[config.mk]
export PLATFORM = sky130hd
export DESIGN_NAME = rsc2_frame_ctrl_flat
export DESIGN_NICKNAME = d
export VERILOG_FILES = /design/src/rtl/rsc2_frame_ctrl_pkg.sv /design/src/rtl/rsc2_frame_ctrl_if.sv /design/src/rtl/rsc2_ntable_rom.sv /design/src/rtl/rsc2_frame_ctrl.sv /design/src/flat_wrapper.sv
export SDC_FILE = /design/constraint.sdc
export NUM_CORES = 1
export LEC_CHECK = 0
export CORE_MARGIN = 3
export CORE_UTILIZATION = 29
export DETAILED_ROUTE_END_ITERATION = 12
export PLACE_DENSITY = 0.47
export SYNTH_ARGS = -nofsm -noshare
export SYNTH_HDL_FRONTEND = slang
export SYNTH_SLANG_ARGS = --single-unit
export TNS_END_PERCENT = 20
[constraint.sdc]
create_clock -name iclk -period 3.1 [get_ports iclk]
set_input_delay 0.93 -clock iclk [delete_from_list [all_inputs] [get_ports iclk]]
set_output_delay 0.93 -clock iclk [all_outputs]
set_load 0.01 [all_outputs]
[src/rtl/rsc2_frame_ctrl_pkg.sv]
// rsc2 frame controller shared types and frame-length tables.
// Tables are stored as {N, N-1} pairs built at elaboration time.
package rsc2_frame_ctrl_pkg;

    localparam int NW       = 13;
    localparam int DVB_SIZE = 34;
    localparam int WMX_SIZE = 32;

    typedef enum logic [1:0] {
        S_IDLE,
        S_LOOKUP,
        S_RUN,
        S_DONE
    } state_t;

    typedef struct packed {
        logic [NW-1:0] n;
        logic [NW-1:0] nm1;
    } nent_t;

    function automatic nent_t mk_ent(input int n);
        nent_t e;
        e.n   = NW'(n);
        e.nm1 = NW'(n - 1);
        return e;
    endfunction

    localparam nent_t DVB_TAB [DVB_SIZE] = '{
        mk_ent(48),  mk_ent(64),  mk_ent(212), mk_ent(220),
        mk_ent(228), mk_ent(424), mk_ent(432), mk_ent(440),
        mk_ent(752), mk_ent(848), mk_ent(856), mk_ent(864),
        mk_ent(56),  mk_ent(88),  mk_ent(96),  mk_ent(112),
        mk_ent(120), mk_ent(128), mk_ent(152), mk_ent(168),
        mk_ent(176), mk_ent(184), mk_ent(200), mk_ent(232),
        mk_ent(256), mk_ent(304), mk_ent(352), mk_ent(400),
        mk_ent(480), mk_ent(512), mk_ent(600), mk_ent(704),
        mk_ent(1024), mk_ent(2396)
    };

    localparam nent_t WMX_TAB [WMX_SIZE] = '{
        mk_ent(24),  mk_ent(36),  mk_ent(48),  mk_ent(72),
        mk_ent(96),  mk_ent(108), mk_ent(120), mk_ent(144),
        mk_ent(180), mk_ent(192), mk_ent(216), mk_ent(240),
        mk_ent(480), mk_ent(960), mk_ent(1440), mk_ent(1920),
        mk_ent(2400), mk_ent(30), mk_ent(42),  mk_ent(54),
        mk_ent(60),  mk_ent(66),  mk_ent(78),  mk_ent(84),
        mk_ent(90),  mk_ent(102), mk_ent(114), mk_ent(126),
        mk_ent(132), mk_ent(138), mk_ent(150), mk_ent(4800)
    };

endpackage

[src/rtl/rsc2_frame_ctrl_if.sv]
// rsc2 frame controller handshake bundle.
// master: start/advance side; slave: the controller itself.
interface rsc2_frame_ctrl_if #(
    parameter int pW = 13
);
    logic          iclkena;
    logic          istart;
    logic [5:0]    iptype;
    logic          imode;
    logic          ival;
    logic          obusy;
    logic [pW-1:0] oN;
    logic [pW-1:0] oNm1;
    logic [pW-1:0] oaddr;
    logic          oval;
    logic          osop;
    logic          oeop;
    logic          odone;
    logic          oerr;

    modport master (
        output iclkena, istart, iptype, imode, ival,
        input  obusy, oN, oNm1, oaddr,
        input  oval, osop, oeop, odone, oerr
    );

    modport slave (
        input  iclkena, istart, iptype, imode, ival,
        output obusy, oN, oNm1, oaddr,
        output oval, osop, oeop, odone, oerr
    );
endinterface

[src/rtl/rsc2_ntable_rom.sv]
// Registered, mode-muxed frame-length table read with range check.
// Ports: i_en/i_idx/i_mode in; o_n/o_nm1/o_err valid one cycle later.
// RSC2_FRAME_CTRL_WIMAX_EN compiles in the WiMAX table and i_mode.
module rsc2_ntable_rom
    import rsc2_frame_ctrl_pkg::*;
#(
    parameter int pW        = 13,
    parameter int pDVB_SIZE = 34,
    parameter int pWMX_SIZE = 32
) (
    input  logic          i_clk,
    input  logic          i_rst_n,
    input  logic          i_clkena,
    input  logic          i_en,
    input  logic [5:0]    i_idx,
    input  logic          i_mode,
    output logic [pW-1:0] o_n,
    output logic [pW-1:0] o_nm1,
    output logic          o_err
);
    // Never index past the physical table, whatever the size parameter.
    localparam int DVB_LIM = (pDVB_SIZE < DVB_SIZE) ? pDVB_SIZE : DVB_SIZE;

    nent_t w_ent;
    logic  w_err;

`ifdef RSC2_FRAME_CTRL_WIMAX_EN
    localparam int WMX_LIM = (pWMX_SIZE < WMX_SIZE) ? pWMX_SIZE : WMX_SIZE;

    always_comb begin
        w_ent = '0;
        w_err = 1'b0;
        if (i_mode) begin
            w_err = int'(i_idx) >= WMX_LIM;
            if (!w_err) w_ent = WMX_TAB[i_idx[4:0]];
        end else begin
            w_err = int'(i_idx) >= DVB_LIM;
            if (!w_err) w_ent = DVB_TAB[i_idx];
        end
    end
`else
    localparam int unused_wmx = pWMX_SIZE;
    logic w_unused_mode;
    assign w_unused_mode = i_mode;

    always_comb begin
        w_ent = '0;
        w_err = int'(i_idx) >= DVB_LIM;
        if (!w_err) w_ent = DVB_TAB[i_idx];
    end
`endif

    always_ff @(posedge i_clk or negedge i_rst_n) begin
        if (!i_rst_n) begin
            o_n   <= '0;
            o_nm1 <= '0;
            o_err <= 1'b0;
        end else if (i_clkena && i_en) begin
            o_n   <= pW'(w_ent.n);
            o_nm1 <= pW'(w_ent.nm1);
            o_err <= w_err;
        end
    end
endmodule

[src/rtl/rsc2_frame_ctrl.sv]
// rsc2 per-frame length controller: table lookup, duobit counter, framing.
// Ports: iclk, ireset_n (async, active low), bus (slave modport).
// RSC2_FRAME_CTRL_WIMAX_EN enables the WiMAX table and imode.
module rsc2_frame_ctrl
    import rsc2_frame_ctrl_pkg::*;
#(
    parameter int pW        = 13,
    parameter int pDVB_SIZE = 34,
    parameter int pWMX_SIZE = 32
) (
    input  logic          iclk,
    input  logic          ireset_n,
    rsc2_frame_ctrl_if.slave bus
);
    state_t        r_state;
    state_t        w_nxt;
    logic          w_acc;
    logic          w_beat;
    logic [pW-1:0] w_rn;
    logic [pW-1:0] w_rnm1;
    logic          w_rerr;

    logic [pW-1:0] r_n;
    logic [pW-1:0] r_nm1;
    logic [pW-1:0] r_cnt;
    logic [pW-1:0] r_addr;
    logic          r_busy;
    logic          r_val;
    logic          r_sop;
    logic          r_eop;
    logic          r_done;
    logic          r_err;

    // The table read itself samples iptype/imode on the accepted start.
    rsc2_ntable_rom #(
        .pW        (pW),
        .pDVB_SIZE (pDVB_SIZE),
        .pWMX_SIZE (pWMX_SIZE)
    ) u_rom (
        .i_clk    (iclk),
        .i_rst_n  (ireset_n),
        .i_clkena (bus.iclkena),
        .i_en     (w_acc),
        .i_idx    (bus.iptype),
        .i_mode   (bus.imode),
        .o_n      (w_rn),
        .o_nm1    (w_rnm1),
        .o_err    (w_rerr)
    );

    assign w_acc  = (r_state == S_IDLE) && bus.istart;
    // r_eop blocks a further beat while the eop beat is on the outputs.
    assign w_beat = (r_state == S_RUN) && bus.ival && !r_eop;

    always_ff @(posedge iclk or negedge ireset_n) begin
        if (!ireset_n)        r_state <= S_IDLE;
        else if (bus.iclkena) r_state <= w_nxt;
    end

    always_comb begin
        w_nxt = r_state;
        unique case (r_state)
            S_IDLE:   if (bus.istart) w_nxt = S_LOOKUP;
            S_LOOKUP: w_nxt = w_rerr ? S_IDLE : S_RUN;
            S_RUN:    if (r_eop) w_nxt = S_DONE;
            S_DONE:   w_nxt = S_IDLE;
            default:  w_nxt = S_IDLE;
        endcase
    end

    always_ff @(posedge iclk or negedge ireset_n) begin
        if (!ireset_n) begin
            r_n    <= '0;
            r_nm1  <= '0;
            r_cnt  <= '0;
            r_addr <= '0;
            r_busy <= 1'b0;
            r_val  <= 1'b0;
            r_sop  <= 1'b0;
            r_eop  <= 1'b0;
            r_done <= 1'b0;
            r_err  <= 1'b0;
        end else if (bus.iclkena) begin
            r_busy <= (w_nxt != S_IDLE);
            r_done <= (w_nxt == S_DONE);
            r_val  <= w_beat;
            r_sop  <= w_beat && (r_cnt == '0);
            r_eop  <= w_beat && (r_cnt == r_nm1);
            if (w_acc) r_err <= 1'b0;
            if (r_state == S_LOOKUP) begin
                r_n   <= w_rn;
                r_nm1 <= w_rnm1;
                r_err <= w_rerr;
                r_cnt <= '0;
            end
            if (w_beat) begin
                r_addr <= r_cnt;
                r_cnt  <= r_cnt + 1'b1;
            end
        end
    end

    assign bus.obusy = r_busy;
    assign bus.oN    = r_n;
    assign bus.oNm1  = r_nm1;
    assign bus.oaddr = r_addr;
    assign bus.oval  = r_val;
    assign bus.osop  = r_sop;
    assign bus.oeop  = r_eop;
    assign bus.odone = r_done;
    assign bus.oerr  = r_err;
endmodule

[src/flat_wrapper.sv]
// flat-port wrapper written by rule: the top's interface ports become plain ports
module rsc2_frame_ctrl_flat import rsc2_frame_ctrl_pkg::*;
#(
    parameter int pW        = 13,
    parameter int pDVB_SIZE = 34,
    parameter int pWMX_SIZE = 32
)
  (iclk, ireset_n, bus_iclkena, bus_istart, bus_iptype, bus_imode, bus_ival, bus_obusy, bus_oN, bus_oNm1, bus_oaddr, bus_oval, bus_osop, bus_oeop, bus_odone, bus_oerr);
  rsc2_frame_ctrl_if #(.pW(pW)) bus_i ();
  input  logic iclk;
  input  logic ireset_n;
  input wire logic [$bits(bus_i.iclkena)-1:0] bus_iclkena;
  input wire logic [$bits(bus_i.istart)-1:0] bus_istart;
  input wire logic [$bits(bus_i.iptype)-1:0] bus_iptype;
  input wire logic [$bits(bus_i.imode)-1:0] bus_imode;
  input wire logic [$bits(bus_i.ival)-1:0] bus_ival;
  output wire logic [$bits(bus_i.obusy)-1:0] bus_obusy;
  output wire logic [$bits(bus_i.oN)-1:0] bus_oN;
  output wire logic [$bits(bus_i.oNm1)-1:0] bus_oNm1;
  output wire logic [$bits(bus_i.oaddr)-1:0] bus_oaddr;
  output wire logic [$bits(bus_i.oval)-1:0] bus_oval;
  output wire logic [$bits(bus_i.osop)-1:0] bus_osop;
  output wire logic [$bits(bus_i.oeop)-1:0] bus_oeop;
  output wire logic [$bits(bus_i.odone)-1:0] bus_odone;
  output wire logic [$bits(bus_i.oerr)-1:0] bus_oerr;
  assign bus_i.iclkena = bus_iclkena;
  assign bus_i.istart = bus_istart;
  assign bus_i.iptype = bus_iptype;
  assign bus_i.imode = bus_imode;
  assign bus_i.ival = bus_ival;
  assign bus_obusy = bus_i.obusy;
  assign bus_oN = bus_i.oN;
  assign bus_oNm1 = bus_i.oNm1;
  assign bus_oaddr = bus_i.oaddr;
  assign bus_oval = bus_i.oval;
  assign bus_osop = bus_i.osop;
  assign bus_oeop = bus_i.oeop;
  assign bus_odone = bus_i.odone;
  assign bus_oerr = bus_i.oerr;
  rsc2_frame_ctrl #(.pW(pW), .pDVB_SIZE(pDVB_SIZE), .pWMX_SIZE(pWMX_SIZE)) u_core (.iclk(iclk), .ireset_n(ireset_n), .bus(bus_i));
endmodule
==> Word level (Yosys, flattened, before mapping) <==
Memory sizes are Yosys's and may differ from the RTL's.
Cells that the tools add are included.
{ "word_totals": {"regBits": 87, "romBits": 1664, "out_inout_bits": 45, "mem_count": 1} }
{ "classes": {"n_addsub": 1, "order_cmp": 2, "eq_ne": 5, "mux": 11, "bitwise": 1, "reduce_logical": 16} }
{ "mem_list": {"columns": ["name", "depth", "word_bits", "rd", "rd_clocked_by_memory_dff", "write_ports", "line", "rtl"], "rows": [
  ["(name not given)", 64, 26, 1, 0, 0, "rsc2_ntable_rom.sv:49", "if (!w_err) w_ent = DVB_TAB[i_idx];"]
]} }
{ "op_table": {"columns": ["operator", "n"], "rows": [
  ["$mux W26", 3],
  ["$mux W13", 2],
  ["$add A13 B1 Y13 const B", 1],
  ["$eq A13 B13 Y1", 1],
  ["$logic_not A13 Y1", 1],
  ["$pmux W2 S4", 1],
  ["$reduce_and A2 Y1", 4],
  ["$ge A7 B7 Y1 const B", 1],
  ["$not A6 Y7", 1],
  ["$eq A2 B2 Y1 const B", 3],
  ["$ge A6 B6 Y1 const B", 1],
  ["$logic_and A1 B1 Y1", 6],
  ["$mux W2", 3],
  ["$reduce_bool A2 Y1", 3],
  ["$eq A2 B1 Y1 const B", 1],
  ["$logic_not A2 Y1", 1],
  ["$mux W1", 2],
  ["$logic_not A1 Y1", 1]
]} }

==> Logic depth before layout (Yosys ltp) <==
Gate-level depths: netlist of run 1.
{ "depth": {"depth_word": 5, "ltp_mapped": 8, "ltp_nobuf": 6} }

==> Hierarchy <==
A second synthesis of run 1 with hierarchy kept.
{ "unflattened": {"cells_unflattened": 478, "area_unflattened_um2": 4385.5} }
{ "modules_own_cells": {"columns": ["mod", "n_inst", "cells_per_inst", "area_per_inst_um2"], "rows": [
  ["rsc2_frame_ctrl", 1, 280, 2720.1],
  ["rsc2_ntable_rom", 1, 198, 1665.3]
]} }

==> Worst setup path before layout of run 1 <==
No wires, ideal clock.
{ "synth_timing": {"path_type": "input to register", "start": "in bus_iptype[0]", "end": "reg u_core.u_rom.o_nm1[3]", "setup_time_ps": 136, "arrival_time_ps": 2478, "path_slack_ps": 486, "path_stages": 8, "cell_sequence": "clkbuf_1 > inv_1 > ha_1 > clkbuf_1 > or2_2 > a31o_2 > a211oi_1 > o21ai_0"} }
{ "synth_via": {"elab_chain_cells": 5} }
{ "synth_lines": {"columns": ["item", "line", "rtl"], "rows": [
  ["start: declaration", "flat_wrapper.sv:14", "input wire logic [$bits(bus_i.iptype)-1:0] bus_iptype;"],
  ["$not A6 Y7 (implied by the code)", "rsc2_ntable_rom.sv:49", null],
  ["$mem_v2 Z64 W26", null, null],
  ["$mux W26 (implied by the code) (2 in a row)", "rsc2_ntable_rom.sv:49", null],
  ["$mux W26 *", "rsc2_ntable_rom.sv:49", null],
  ["end signal: assignment", "rsc2_ntable_rom.sv:60", "o_nm1 <= pW'(w_ent.nm1);"],
  ["end: declaration", "rsc2_ntable_rom.sv:18", "output logic [pW-1:0] o_nm1,"]
]} }
Every way passes the cells marked *; elsewhere a longest branch is shown, timed or not. The select of a mux whose other input is x is not followed.
A chain may end at the register's enable or synchronous reset.

==> Worst setup path in the final report of run 1 <==
{ "layout_timing": {"start": "in bus_iptype[1]", "end": "reg u_core.u_rom.o_n[6]"} }
{ "layout_via": {"elab_chain_cells": 5} }
{ "layout_lines": {"columns": ["item", "line", "rtl"], "rows": [
  ["$not A6 Y7 (implied by the code)", "rsc2_ntable_rom.sv:49", null],
  ["$mem_v2 Z64 W26", null, null],
  ["$mux W26 (implied by the code) (2 in a row)", "rsc2_ntable_rom.sv:49", null],
  ["$mux W26 *", "rsc2_ntable_rom.sv:49", null],
  ["end signal: assignment", "rsc2_ntable_rom.sv:59", "o_n <= pW'(w_ent.n);"],
  ["end: declaration", "rsc2_ntable_rom.sv:17", "output logic [pW-1:0] o_n,"]
]} }
Marked as above.

==> results of run 1 <==
power groups by stage:
stage               Clock [W]  Sequential [W]  Combinational, W
global placement            0         0.00143           0.00104
finish               0.000995         0.00142           0.00103
detailed placement          0         0.00144           0.00105
CTS                   0.00103         0.00142           0.00105
floorplan                   0         0.00143          0.000558
global route          0.00107         0.00146           0.00116
cells by family after synthesis:
kind of cell,Yosys count,synth area share
other,1,0.000926
AOI/OAI and AO/OA,89,0.155
adders and majority gates,12,0.0371
xor gates and xnor gates,17,0.0368
buffers and inverters,52,0.0609
muxes,18,0.0575
DFF,73,0.451
and+or+nand+nor,167,0.200
cells in the final DEF, fill, tap and decap left out, drive strengths merged, types with 4 or more instances in the layout:
master and instances:
o31ai 4, dfrtp 73, nand2 95, nor2 12, nand2b 12, conb 5, a21oi 15, nand4 5
xnor2 5, ha 12, a31oi 4, a211oi 4, clkdlybuf4s50 49, o2111ai 4, o21ai 21, inv 14
nor3 8, a21o 4, clkbuf 9, o211ai 8, mux2 12, xor2 12, nor2b 6, or3 4
buf 25
cell type report:
type | instances | area, um2
clock buffer | 9 | 225
clock inverter | 6 | 60.1
fill | 1391 | 8400
inverter | 14 | 52.6
multi-input combinational | 308 | 1990
sequential | 73 | 1830
tap | 176 | 220
timing repair buffer | 74 | 678
final timing paths:
check                      slack (ns)  cells past startpoint                                 to
setup / recovery                 0.59                      7    u_core.u_rom.o_n[6]$_DFFE_PN0P_
hold / removal                   0.46                      2     u_core.bus.oNm1[1]$_DFFE_PN0P_
setup reg to reg                 1.19                      4        u_core.bus.osop$_DFFE_PN0P_
hold reg to reg                  0.46                      2     u_core.bus.oNm1[1]$_DFFE_PN0P_
max in group asynchronous        1.77                      1  u_core.u_rom.o_nm1[5]$_DFFE_PN0P_
min in group asynchronous        0.73                      1    u_core.bus.oaddr[5]$_DFFE_PN0P_
critical path, stage by stage:
cell             delay (ns)
clkdlybuf4s50_1        0.45
inv_1                  0.19
ha_1                   0.30
inv_1                  0.06
mux4_2                 0.45
a211oi_1               0.22
o21ai_0                0.09
routing by layer:
metal	GRT usage	wire [um]	share of wire	vias up
li1	-	-	-	1593
met1	0.177	4430	0.45	1556
met2	0.216	4790	0.49	60
met3	0.0173	337	0.035	13
met4	0.0609	189	0.019	0
met5	0	0	0	-
flip-flops by register name, summed over array words and instances, names as in the netlist:
| name | flops |
|---|---|
| u_core.bus.oerr | 1 |
| u_core.bus.oeop | 1 |
| u_core.bus.oN | 10 |
| u_core.bus.odone | 1 |
| u_core.u_rom.o_err | 1 |
| u_core.bus.oNm1 | 9 |
| u_core.bus.osop | 1 |
| u_core.bus.oaddr | 13 |
| u_core.r_cnt | 13 |
| u_core.u_rom.o_n | 10 |
| u_core.r_state | 2 |
| u_core.u_rom.o_nm1 | 9 |
| u_core.bus.obusy | 1 |
| u_core.bus.oval | 1 |
metrics by stage:
| step | std cells | total power (W) |
|---|---|---|
| 2_1_floorplan | 433 | 0.00199 |
| 3_3_place_gp | 645 | 0.00247 |
| 3_5_place_dp | 645 | 0.00249 |
| 4_1_cts | 660 | 0.00350 |
| 5_1_grt | 660 | 0.00369 |
| 6_report | 660 | 0.00344 |
==> flow_summary.json, run 1 <==
{
  "hold_viol": 0,
  "cts_root_buffer": "clkbuf_16",
  "grt_pass1_vias": 3154,
  "whs_ns": 0.461,
  "grt_max_degree": 74,
  "skew_ns": 0.00705,
  "hold_start": "u_core.u_rom.o_nm1[1]$_DFFE_PN0P_",
  "synthFlopType": "dfrtp_1",
  "vias_per_cell": 4.88,
  "power_frac_seq": 0.412,
  "path_max_fanout": 6,
  "hold_path.class": "reg2reg",
  "fp.dieH_um": 124,
  "comb_power_share": 0.299,
  "endpoint_kind": "flip-flop",
  "rsz0062_at_grt": "false",
  "h-tree-depth": 3,
  "drv_slew": 0,
  "post_cts_buffers": 0,
  "die-area_mm2": 0.0154,
  "synth_top_area_cell": "dfrtp_1",
  "syn_to_final_growth_pct": 24.9,
  "cts.sinks": 73,
  "grt_usage": 0.133,
  "fin_area_mm2": 0.00506,
  "worstSetupPathType": "in2reg",
  "tns_ns": 0,
  "final_nets": 504,
  "pwr-share-clk": 0.289,
  "numCtsBuffers": 9,
  "routabilityCongestion": 0.792,
  "drv_cap": 0,
  "diodes": 0,
  "cp_data_required_time_ns": 3.29,
  "status": "finished clean",
  "crit_path_start": "bus_iptype[1]",
  "max_slew.worst_pin.slew_ns": 0.920,
  "syn_inst": 429,
  "ys_ff_latch": 73,
  "synth.avg_cell_area_um2": 9.44,
  "p_sw_frac": 0.321,
  "postCtsHoldBufs": 0,
  "cp.arrival_ns": 2.70,
  "clk_transition_reported_paths_ns": 0.06,
  "place_ws_ns": 0.165,
  "die_w_um": 124,
  "ir_drop_uv": 271,
  "synth_edf_count": 0,
  "cts_tree": "done",
  "port_buffers": 50,
  "finalCriticalPeriod_ns": 2.51,
  "antenna_left": 0,
  "regToRegStartpoint": "u_core.r_state[1]$_DFFE_PN0P_",
  "layout-drive-gt1-share": 0.140,
  "ys_warn_count": 0,
  "placed_cell_area_mm2": 0.00477,
  "grt_first_pass_wirelength_um": 16000,
  "cts_resized": 0,
  "totalWireLength_um": 9740,
  "p_per_area_mw_per_mm2": 680,
  "p_int_w": 0.00234,
  "fin_util": 0.376,
  "netlist.area_leader.share": 0.451,
  "drt-initial-drc-count": 185,
  "clock.fmax_mhz": 398,
  "synth_most_common_cell": "nand2_1",
  "relSlewSlack": 0.387,
  "async_flop_share": 1.00,
  "drt_first_pass_iters": 4,
  "p_leak_nw": 2.33,
  "grt_antenna_before_repair": 0,
  "ys_seq_area_frac": 0.451,
  "setup_viol": 0,
  "vias": 3222,
  "clk_latency_ns": 0.33,
  "setup.worst_path.start_class": "input pin",
  "yosys.cell_types.count": 65,
  "finalCritPeriodShare": 0.810,
  "switching_power_w": 0.00110,
  "start_util": 0.301,
  "synth.top_cells.by_count": "94 x nand2_1, 73 x dfrtp_1, 18 x o21ai_0",
  "placement_rows": 42,
  "overflow": 0,
  "wl_per_cell_um": 14.8,
  "fin_ws_ns": 0.589,
  "netlist_area_mm2": 0.00405,
  "dp_hpwl_um": 7160,
  "synthTopCellsByArea": "dfrtp_1 45%, nand2_1 8.7%, ha_1 3.7%",
  "top_level_ports": 57,
  "drc": 0,
  "clock_path_buffers": 2,
  "core-area_mm2": 0.0135
}
No activity file was read; power rests on OpenSTA's default activity.
==> run 2, diff against run 1 <==
==> constraint.sdc (replaced) <==
create_clock -name iclk -period 2.4 [get_ports iclk]
set_input_delay 0.72 -clock iclk [delete_from_list [all_inputs] [get_ports iclk]]
set_output_delay 0.72 -clock iclk [all_outputs]
set_load 0.01 [all_outputs]
==> run 2 against run 1 <==
Against the previous run:
- largest power group unchanged
- sequential cell count stayed put
- clock skew rose by 0.0025 ns
- via count up 2.9%
- non-clock buffer count increased by 26
- final cell count up 3.9%
- clock-buffer cell count grew 1
- highest routed layer unchanged
- combinational power grew 36%
- first-iteration DRC count down 9.2%
- total power is 42% higher
==> flow_summary.json, run 2 (same netlist as run 1, synthesis figures left out) <==
{
  "status": "finished clean",
  "grt_usage": 0.138,
  "die-area_mm2": 0.0154,
  "cts_tree": "done",
  "place_ws_ns": -0.220,
  "cts_resized": 0,
  "wl_per_cell_um": 14.6,
  "setup.worst_path.start_class": "input pin",
  "path_max_fanout": 11,
  "drv_slew": 0,
  "finalCritPeriodShare": 0.938,
  "diodes": 0,
  "cpPeakStageDelay_ns": 0.53,
  "cts_root_buffer": "clkbuf_16",
  "slowest_stage": "clkdlybuf4s50_1",
  "clock.fmax_mhz": 444,
  "hold_viol": 0,
  "grt_first_pass_wirelength_um": 16800,
  "antenna_left": 0,
  "h-tree-depth": 3,
  "syn_to_final_growth_pct": 32.7,
  "skew_ns": 0.00955,
  "regToRegStartpoint": "u_core.r_state[1]$_DFFE_PN0P_",
  "drc": 0,
  "drt-initial-drc-count": 168,
  "postCtsHoldBufs": 0,
  "rsz0062_at_grt": "true",
  "die_w_um": 124,
  "p_leak_nw": 2.51,
  "reg2reg_depth": 4,
  "critPathTopFamily": "buffers and inverters",
  "grt_pass1_vias": 3262,
  "fin_ws_ns": 0.148,
  "p_per_area_mw_per_mm2": 906,
  "clock_path_buffers": 2,
  "grt_max_degree": 37,
  "placement_rows": 42,
  "top_level_ports": 57,
  "hold_path.class": "in2async",
  "vias_per_cell": 4.83,
  "final_nets": 530,
  "start_util": 0.301,
  "cp_data_required_time_ns": 2.60,
  "setup_viol": 0,
  "layout_common_cells": "94 x nand2_1, 73 x dfrtp_1, 49 x clkdlybuf4s50_1",
  "cp.arrival_ns": 2.45,
  "vias": 3314,
  "fp.dieH_um": 124,
  "final_common_cell": "nand2_1",
  "clk_transition_reported_paths_ns": 0.06,
  "critPathBufInv": 2,
  "path_cells": "clkdlybuf4s50_1 > buf_4 > ha_1 > nor2_1 > a31o_2 > a221oi_1 > o21ai_0",
  "post_cts_buffers": 0,
  "endpoint_kind": "flip-flop",
  "layout-drive-gt1-share": 0.184,
  "clk_latency_ns": 0.33,
  "regToRegEndpoint": "u_core.r_cnt[12]$_DFFE_PN0P_",
  "port_buffers": 50,
  "dp_hpwl_um": 7650,
  "routabilityCongestion": 0.820,
  "rrSetupSlack_ns": 0.51,
  "overflow": 0,
  "ir_drop_uv": 340,
  "grt_antenna_before_repair": 0,
  "numCtsBuffers": 9,
  "drv_cap": 0,
  "worstSetupPathType": "in2reg",
  "cts.sinks": 73,
  "total_power_w": 0.00487,
  "finalCriticalPeriod_ns": 2.25,
  "totalWireLength_um": 10000,
  "core-area_mm2": 0.0135,
  "drt_first_pass_iters": 4
}
run 2: cell types whose count changed in the layout (fill, tap and decap cells not counted), sizes merged:
cell,change
clkinvlp,-1
buf,+26
bufinv,+3
clkinv,-3
clkbuf,+1
run 2: how the worst max path moves through the flow:
stage | to | cells past startpoint | from
6_report | u_core.u_rom.o_nm1[5]$_DFFE_PN0P_ | 7 | bus_iptype[1]
5_1_grt | u_core.u_rom.o_nm1[3]$_DFFE_PN0P_ | 7 | bus_iptype[1]
4_1_cts | u_core.u_rom.o_nm1[5]$_DFFE_PN0P_ | 7 | bus_iptype[1]
3_5_place_dp | u_core.u_rom.o_nm1[5]$_DFFE_PN0P_ | 7 | bus_iptype[1]
3_3_place_gp | u_core.u_rom.o_nm1[5]$_DFFE_PN0P_ | 7 | bus_iptype[1]
2_1_floorplan | u_core.u_rom.o_nm1[3]$_DFFE_PN0P_ | 8 | bus_iptype[0]
run 2: metrics by stage:
step,cells,util,instance area [um2],setup TNS [ns],hold slack (ns)
after detailed placement,671,0.372,5000,-2.50,0.458
after CTS,686,0.399,5370,0,0.363
after global routing,686,0.399,5370,-0.00934,0.388
after floorplan,433,-,4060,0,0.424
after global placement,671,0.372,5000,-1.80,0.455
final,686,0.399,5370,0,0.353
run 2: power breakdown:
group          internal (W)  switching [W]
logic              0.000721       0.000674
registers           0.00156       0.000278
clock network       0.00114       0.000496
run 2: area by class of cell:
type | count | area, um2
Inverter | 14 | 52.6
Sequential cell | 73 | 1830
Tap cell | 176 | 220
Fill cell | 1391 | 8080
Timing Repair Buffer | 100 | 911
Clock buffer | 10 | 239
Multi-Input combinational cell | 308 | 1990
Clock inverter | 5 | 128
run 2: metal layers:
layer	vias up	GRT usage	share of wire
met5	-	0	0
met4	0	0.0493	0.019
met3	17	0.0272	0.035
met2	59	0.228	0.49
met1	1587	0.181	0.46
li1	1651	-	-
==> run 3, diff against run 2 <==
--- a/config.mk
+++ b/config.mk
@@ -6,9 +6,9 @@
 export NUM_CORES = 1
 export LEC_CHECK = 0
 export CORE_MARGIN = 3
-export CORE_UTILIZATION = 29
+export CORE_UTILIZATION = 55
 export DETAILED_ROUTE_END_ITERATION = 12
-export PLACE_DENSITY = 0.47
+export PLACE_DENSITY = 0.79
 export SYNTH_ARGS = -nofsm -noshare
 export SYNTH_HDL_FRONTEND = slang
 export SYNTH_SLANG_ARGS = --single-unit
==> run 3 against run 2 <==
Against the previous run:
- clock power fell by 42%
- sequential cell count stayed put
- global-route usage grew 10 points
- total power fell by 14%
- sequential share of layout area rose by 1.8 points
- clock-buffer cell count stayed put
- critical path type unchanged
==> flow_summary.json, run 3 (same netlist as run 1, synthesis figures left out) <==
{
  "rsz0062_at_grt": "false",
  "seqCellArea_mm2": 0.00183,
  "cts_tree": "done",
  "final_common_cell": "nand2_1",
  "fin_cells": 610,
  "vias": 3492,
  "p_sw_frac": 0.340,
  "switching_power_w": 0.00142,
  "diodes": 0,
  "path_max_fanout": 5,
  "relSlewSlack": 0.581,
  "cp.arrival_ns": 2.44,
  "pwr-share-clk": 0.228,
  "hold_path.class": "in2async",
  "placement_rows": 30,
  "regToRegStartpoint": "u_core.r_state[1]$_DFFE_PN0P_",
  "finalCriticalPeriod_ns": 2.22,
  "power_frac_seq": 0.439,
  "layout-drive-gt1-share": 0.191,
  "hold_viol": 0,
  "top_level_ports": 57,
  "start_util": 0.580,
  "drt_first_pass_iters": 6,
  "wl_per_cell_um": 15.6,
  "port_buffers": 50,
  "path_cells": "clkdlybuf4s50_1 > inv_1 > ha_1 > buf_4 > o21ba_2 > a31o_2 > a211oi_1 > o21ai_0",
  "core-area_mm2": 0.00698,
  "final_nets": 533,
  "dp_hpwl_um": 7110,
  "routabilityCongestion": 0.917,
  "grt_max_degree": 74,
  "finalCritPeriodShare": 0.927,
  "reg2reg_depth": 5,
  "antenna_left": 0,
  "totalWireLength_um": 9530,
  "place_ws_ns": -0.192,
  "p_leak_nw": 2.44,
  "cts_root_buffer": "clkbuf_8",
  "cts_resized": 0,
  "post_cts_buffers": 0,
  "clock_path_buffers": 2,
  "clock.fmax_mhz": 450,
  "drt-initial-drc-count": 186,
  "grt_pass1_vias": 3351,
  "comb_power_share": 0.332,
  "clk_transition_reported_paths_ns": 0.08,
  "p_per_area_mw_per_mm2": 823,
  "dp.cells": 594,
  "vias_per_cell": 5.72,
  "grt_first_pass_wirelength_um": 16400,
  "grt_usage": 0.242,
  "clk_latency_ns": 0.35,
  "fp.dieH_um": 91.8,
  "tns_ns": 0,
  "slowest_stage": "clkdlybuf4s50_1",
  "nFillCells": 518,
  "status": "finished clean",
  "multiInputGateArea_mm2": 0.00199,
  "setup_viol": 0,
  "layout_common_cells": "94 x nand2_1, 73 x dfrtp_1, 52 x buf_4",
  "cpPeakStageDelay_ns": 0.50,
  "path_depth": 8,
  "die_w_um": 91.8,
  "setup.worst_path.start_class": "input pin",
  "p_int_w": 0.00277,
  "h-tree-depth": 3,
  "critPathBufInv": 3,
  "skew_ns": 0.00814,
  "drv_cap": 0,
  "die-area_mm2": 0.00842,
  "regToRegEndpoint": "u_core.r_cnt[12]$_DFFE_PN0P_",
  "crit_path_start": "bus_iptype[1]",
  "syn_to_final_growth_pct": 25.9,
  "endpoint_kind": "flip-flop",
  "postCtsHoldBufs": 0,
  "worstSetupPathType": "in2reg",
  "drv_slew": 0,
  "critPathTopFamily": "buffers and inverters",
  "drc": 0,
  "endpoint": "u_core.u_rom.o_nm1[3]$_DFFE_PN0P_",
  "grt_antenna_before_repair": 0,
  "ir_drop_uv": 313,
  "numCtsBuffers": 9,
  "cp_data_required_time_ns": 2.62,
  "cts.sinks": 73,
  "fin_ws_ns": 0.176,
  "overflow": 0,
  "max_slew.worst_pin.slew_ns": 0.625,
  "rrSetupSlack_ns": 0.60
}
run 3: worst reg2reg max path, stage by stage, from the launching register on:
cell and delay [ns]:
dfrtp_1 0.58, and4bb_1 0.25, buf_4 0.15, o2111ai_2 0.20, or3_1 0.40, a21oi_1 0.15
run 3: how the worst min path moves through the flow:
| stage | from | to | slack, ns | cells past startpoint |
|---|---|---|---|---|
| 6_report | ireset_n | u_core.r_cnt[12]$_DFFE_PN0P_ | 0.38 | 2 |
| 5_1_grt | ireset_n | u_core.r_cnt[12]$_DFFE_PN0P_ | 0.41 | 2 |
| 4_1_cts | ireset_n | u_core.bus.oaddr[0]$_DFFE_PN0P_ | 0.40 | 2 |
| 3_5_place_dp | u_core.u_rom.o_n[2]$_DFFE_PN0P_ | u_core.bus.oN[2]$_DFFE_PN0P_ | 0.46 | 2 |
| 3_3_place_gp | u_core.u_rom.o_nm1[9]$_DFFE_PN0P_ | u_core.bus.oNm1[9]$_DFFE_PN0P_ | 0.45 | 2 |
| 2_1_floorplan | ireset_n | u_core.bus.oN[10]$_DFFE_PN0P_ | 0.42 | 0 |
run 3: layout make-up:
class,count,share of cell area
well taps,96,0.0236
inverters,14,0.0103
clock inverters,6,0.0113
multi-input cells,308,0.391
clock buffers,10,0.0270
flip-flops and latches,73,0.359
repair buffers,103,0.178
run 3: power by group through the flow:
stage               logic, W  clock network [W]  registers (W)
floorplan           0.000721                  0        0.00185
global placement     0.00135                  0        0.00184
detailed placement   0.00139                  0        0.00186
CTS                  0.00141           0.000964        0.00184
global route         0.00154            0.00103        0.00189
finish               0.00139           0.000958        0.00184
run 3: metal layers:
layer / part of all wire / vias up / GRT usage
li1: - / 1649 / -
met1: 0.40 / 1702 / 0.302
met2: 0.51 / 113 / 0.410
met3: 0.051 / 28 / 0.0492
met4: 0.036 / 0 / 0.100
met5: 0 / - / 0
run 3: stage by stage:
step,hold slack (ns),total power (W),instance area [um2],utilization
CTS,0.399,0.00422,5090,0.730
global route,0.408,0.00446,5090,0.730
finish,0.382,0.00419,5090,0.730
floorplan,0.424,0.00257,4060,-
detailed placement,0.456,0.00326,4900,0.702
global placement,0.449,0.00319,4900,0.702
